File: src/rtl/fifo_reader_pkg.sv
// Shared defaults and width helpers for the FIFO stream reader.
// Optional word counter is enabled by defining FIFO_READER_COUNT_EN.
package fifo_reader_pkg;

    localparam int DEF_DATA_W    = 3;
    localparam int DEF_BUF_DEPTH = 2;

    // Width needed to hold a count of 0..depth.
    function automatic int occ_w(input int depth);
        return $clog2(depth + 1);
    endfunction

    function automatic int ptr_w(input int depth);
        return (depth > 1) ? $clog2(depth) : 1;
    endfunction

    localparam int OCC_W = occ_w(DEF_BUF_DEPTH);
    localparam int PTR_W = ptr_w(DEF_BUF_DEPTH);

endpackage

File: src/rtl/reader_skid_buf.sv
// Circular output buffer for the FIFO stream reader: push at tail, pop at head,
// occupancy count. Head reads as zero while the buffer is empty.
module reader_skid_buf
    import fifo_reader_pkg::*;
#(
    parameter int DATA_W = DEF_DATA_W,
    parameter int DEPTH  = DEF_BUF_DEPTH
) (
    input  logic                     clk,
    input  logic                     rst,
    input  logic                     push,
    input  logic [DATA_W-1:0]        push_data,
    input  logic                     pop,
    output logic [DATA_W-1:0]        head,
    output logic [occ_w(DEPTH)-1:0]  occ
);

    localparam int PW = ptr_w(DEPTH);
    localparam int OW = occ_w(DEPTH);

    logic [DATA_W-1:0] mem [DEPTH];
    logic [PW-1:0]     wr_ptr;
    logic [PW-1:0]     rd_ptr;

    // Pointers wrap explicitly so DEPTH need not be a power of two.
    function automatic logic [PW-1:0] wrap_inc(input logic [PW-1:0] p);
        return (p == PW'(DEPTH - 1)) ? '0 : p + PW'(1);
    endfunction

    always_ff @(posedge clk) begin
        if (rst) begin
            wr_ptr <= '0;
            rd_ptr <= '0;
            occ    <= '0;
        end else begin
            if (push) wr_ptr <= wrap_inc(wr_ptr);
            if (pop)  rd_ptr <= wrap_inc(rd_ptr);
            case ({push, pop})
                2'b10:   occ <= occ + OW'(1);
                2'b01:   occ <= occ - OW'(1);
                default: occ <= occ;
            endcase
        end
    end

    always_ff @(posedge clk) begin
        if (push && !rst) mem[wr_ptr] <= push_data;
    end

    assign head = (occ != '0) ? mem[rd_ptr] : '0;

endmodule

File: src/rtl/fifo_stream_reader.sv
// Reads a synchronous FIFO (1-cycle read latency) and re-presents words on a
// valid/ready stream. Define FIFO_READER_COUNT_EN to add word_count_o.
module fifo_stream_reader
    import fifo_reader_pkg::*;
#(
    parameter int DATA_W    = DEF_DATA_W,
    parameter int BUF_DEPTH = DEF_BUF_DEPTH
) (
    input  logic                         clk,
    input  logic                         reset_i,
    input  logic                         enable_i,
    input  logic                         fifo_empty_i,
    input  logic [DATA_W-1:0]            fifo_data_i,
    output logic                         fifo_rd_en_o,
    output logic [DATA_W-1:0]            data_o,
    output logic                         valid_o,
    input  logic                         ready_i,
    output logic [occ_w(BUF_DEPTH)-1:0]  level_o
`ifdef FIFO_READER_COUNT_EN
    ,
    output logic [15:0]                  word_count_o
`endif
);

    localparam int LW = occ_w(BUF_DEPTH);

    logic          inflight;
    logic          pop_out;
    logic [LW:0]   committed;

    assign valid_o = (level_o != '0);
    assign pop_out = valid_o && ready_i;

    // Slots already spoken for once this cycle's handshake completes.
    assign committed = {1'b0, level_o} + {{LW{1'b0}}, inflight} - {{LW{1'b0}}, pop_out};

    assign fifo_rd_en_o = !reset_i && enable_i && !fifo_empty_i &&
                          (committed < (LW + 1)'(BUF_DEPTH));

    always_ff @(posedge clk) begin
        if (reset_i) inflight <= 1'b0;
        else         inflight <= fifo_rd_en_o;
    end

    reader_skid_buf #(
        .DATA_W (DATA_W),
        .DEPTH  (BUF_DEPTH)
    ) u_buf (
        .clk       (clk),
        .rst       (reset_i),
        .push      (inflight),
        .push_data (fifo_data_i),
        .pop       (pop_out),
        .head      (data_o),
        .occ       (level_o)
    );

`ifdef FIFO_READER_COUNT_EN
    always_ff @(posedge clk) begin
        if (reset_i)      word_count_o <= '0;
        else if (pop_out) word_count_o <= word_count_o + 16'd1;
    end
`endif

endmodule
File: config.mk
export PLATFORM = sky130hd
export DESIGN_NAME = fifo_stream_reader
export DESIGN_NICKNAME = d
export VERILOG_FILES = /design/src/rtl/fifo_reader_pkg.sv /design/src/rtl/reader_skid_buf.sv /design/src/rtl/fifo_stream_reader.sv
export SDC_FILE = /design/constraint.sdc
export NUM_CORES = 1
export LEC_CHECK = 0
export BUFFER_PORTS_ARGS = -buffer_cell sky130_fd_sc_hd__buf_2
export CAP_MARGIN = 10
export CORE_AREA = 2 2 39 41
export DETAILED_ROUTE_END_ITERATION = 12
export DIE_AREA = 0 0 41 43
export MAX_ROUTING_LAYER = met4
export SLEW_MARGIN = 20
export SYNTH_ARGS = -nofsm -noshare
export SYNTH_HDL_FRONTEND = slang
export SYNTH_SLANG_ARGS = --single-unit
export TNS_END_PERCENT = 1
File: constraint.sdc
create_clock -name clk -period 2.1 [get_ports clk]
set_clock_uncertainty 0.15 [all_clocks]
set_input_delay 0.315 -clock clk [delete_from_list [all_inputs] [get_ports clk]]
set_output_delay 0.315 -clock clk [all_outputs]
set_load 0.05 [all_outputs]
==> reports/metrics.yaml <==
status: "finished, violations left"
crit_path_end_kind: "output port"
worstReg2RegEnd: "inflight"
synth-edff-count: 6
max_freq_mhz: 396
worstPathMaxFanout: 2
cts_tree: "done"
place_congestion: 0.650
die_x_um: 41
clockBufferDepth: 2
antenna_found_initial: 0
synth_common_cells: "nor2_1 (10), dfxtp_1 (6), edfxtp_1 (6)"
setup_viol: 1
fp-row-count: 14
synth_area_um2: 524
cts_buffers: 3
fin_util_pct: 53.8
ff_latch_area_um2: 308
synth-simple-area-share_pct: 15.8
start_util_pct: 37.9
drt-pass1-iter-count: 2
rrSetupSlack_ns: 0.22
cp.arrival_ns: 2.06
slew_viol_final: 0
period_needed_ns: 2.52
area_delta_synth_final_pct: 42.0
groute.usage.overall_pct: 13.3
finish.net_count: 82
core_um2: 1380
synth.area.mux_share_pct: 9.55
startpoint: "u_buf.occ[0]"
stdcell_count: 88
slew_headroom_pct: 80.1
root_buffer: "clkbuf_4"
antennaDiodeCount: 0
yosysMostFrequentCell: "nor2_1"
portBuffers: 14
clk-insertion-delay-late_ns: 0.26
cts.sinks: 12
synthXorXnorAreaFrac_pct: 5.01
reg2regPathDepth: 7
wire_per_inst_um: 10.5
grt_first_pass_wirelength_um: 1460
hold_path_class: "in -> reg"
rsz0062_at_grt: "yes"
hold_viol_final: 0
cts.clk_slew.worst_paths_ns: 0.07
ys_seq_area_share_pct: 57.3
synth_warnings: 0
reg2reg_from: "u_buf.occ[0]"
detail-route-antenna-nets: 0
p_leak_nw: 0.316
drive_above_1_share_pct: 48.6
multi_input_area_um2: 244
synth_top_family_by_area: "simple AND/OR/NAND/NOR gates"
htreeDepth: 1
hpwl_um: 767
ys_ff_latch: 12
vdd_ir_drop_max_mv: 0.539
fillers: 126
io_pins: 15
grt_pass1_vias: 366
grt_max_degree: 9
synth_fp_nets: 56
drt_iter0_drc: 7
required_ns: 1.63
drc: 0
die_h_um: 43
cp-start-kind: "register"
netlist_instances: 47
yosysTopAreaCellShare_pct: 34.4
ys_types: 17
max_cap_violations: 0
num_vias: 404
worst_slack_ns: -0.423
viasPerCell: 4.59
synth_area_leader_cell: "edfxtp_1"
post-route-period-util_pct: 120
critPathCapture: "fifo_rd_en_o"
die-area_um2: 1760
violations: "setup timing"
yosys-top-cells-area: "edfxtp_1 (34%), dfxtp_1 (23%), mux2i_1 (9.5%), nor2_1 (7.2%), fa_1 (3.8%)"
tightest_slew_ns: 0.298
synthAdderAreaFrac_pct: 3.82
overflow: 0
pwr_density_cell_nw_per_um2: 605
route.final.wire_length_um: 925
async_reset_ff_share_pct: 0
placed_cells: 84
critical_path_class: "reg -> out"
syn_area_per_cell_um2: 11.2
synth_compound_area_share_pct: 5.73
ys.flop_type: "edfxtp_1"
==> placed cells by master, fill, tap and decap left out, types with 2 or more instances in the layout <==
cell type,netlist,layout
o21ai_0,2,2
clkbuf_4,0,3
dfxtp_1,6,4
buf_4,0,7
dfxtp_4,0,2
xor2_1,2,2
nand2_2,0,3
mux2i_1,5,4
inv_1,3,2
edfxtp_1,6,6
nor2_1,10,10
buf_2,0,13
==> repair_timing <==
| item | CTS | global route |
|---|---|---|
| hold buffers | 0 | 0 |
| endpoints found under the hold margin | 0 | 0 |
| setup endpoints to repair | 1 | 1 |
| gates resized for setup | 2 | 4 |
| buffers inserted | 0 | 0 |
| pin swaps | 0 | 4 |
==> where the power goes <==
part / leakage [nW] / switching (mW) / internal, mW
combinational: 0.196 / 0.0341 / 0.0237
sequential: 0.105 / 0.00396 / 0.249
clock: 0.0150 / 0.0660 / 0.0734
total: 0.316 / 0.104 / 0.346
==> layer usage <==
layer	vias up	wire length, um	track usage, %
met5	-	0	-
met1	183	424	16.4
met4	0	6	4.00
li1	212	-	-
met3	2	39	7.85
met2	7	454	18.1
==> registers in the layout, indices dropped and copies added, names as in the netlist, named ones only <==
| signal | count |
|---|---|
| u_buf.occ | 2 |
| inflight | 1 |
| u_buf.rd_ptr | 1 |
| u_buf.wr_ptr | 1 |
| u_buf.mem | 6 |
==> area by class of cell <==
type | instances | area share [%]
inverters | 4 | 2.35
repair buffers | 21 | 17.3
flip-flops and latches | 12 | 41.3
clock buffers | 4 | 3.53
well taps | 16 | 2.69
multi-input cells | 31 | 32.8
==> critical path: stages (launching register included) <==
cell and delay, ns:
dfxtp_4 0.35, inv_4 0.06, mux2i_4 0.22, nand2_2 0.08, fa_1 0.56, nand2_2 0.08
nor4_4 0.26, buf_6 0.19
==> stage by stage <==
stage                     power [mW]  area (um2)  setup WS [ns]  hold WS [ns]  setup TNS [ns]
after detailed placement       0.313         694         -0.232         0.357          -0.232
after floorplan                0.289         552         -0.422         0.225          -0.422
after CTS                      0.454         727         -0.407        0.0793          -0.407
after global routing           0.473         744         -0.504        0.0787          -0.504
final                          0.450         744         -0.423        0.0888          -0.423
after global placement         0.312         694         -0.216         0.351          -0.216
==> worst min path at each step <==
stage                              start              end  slack, ns  cells past startpoint
after floorplan                  reset_i     u_buf.occ[1]       0.22                      1
after global placement      u_buf.rd_ptr     u_buf.rd_ptr       0.35                      2
after detailed placement  fifo_data_i[1]  u_buf.mem[0][1]       0.36                      1
after CTS                 fifo_data_i[2]  u_buf.mem[0][2]       0.08                      1
after global routing      fifo_data_i[0]  u_buf.mem[1][0]       0.08                      1
final                     fifo_data_i[0]  u_buf.mem[1][0]       0.09                      1
==> logic make-up (layout without fill, tap and decap cells) <==
family          count (synthesis)  in the layout
xor+xnor                        3              3
mux                             5              5
simple gates                   18             18
compound gates                  4              4
buf+inv                         4             29
fa+ha+maj                       1              1
flops                          12             12
No activity file was read; power rests on OpenSTA's default activity.
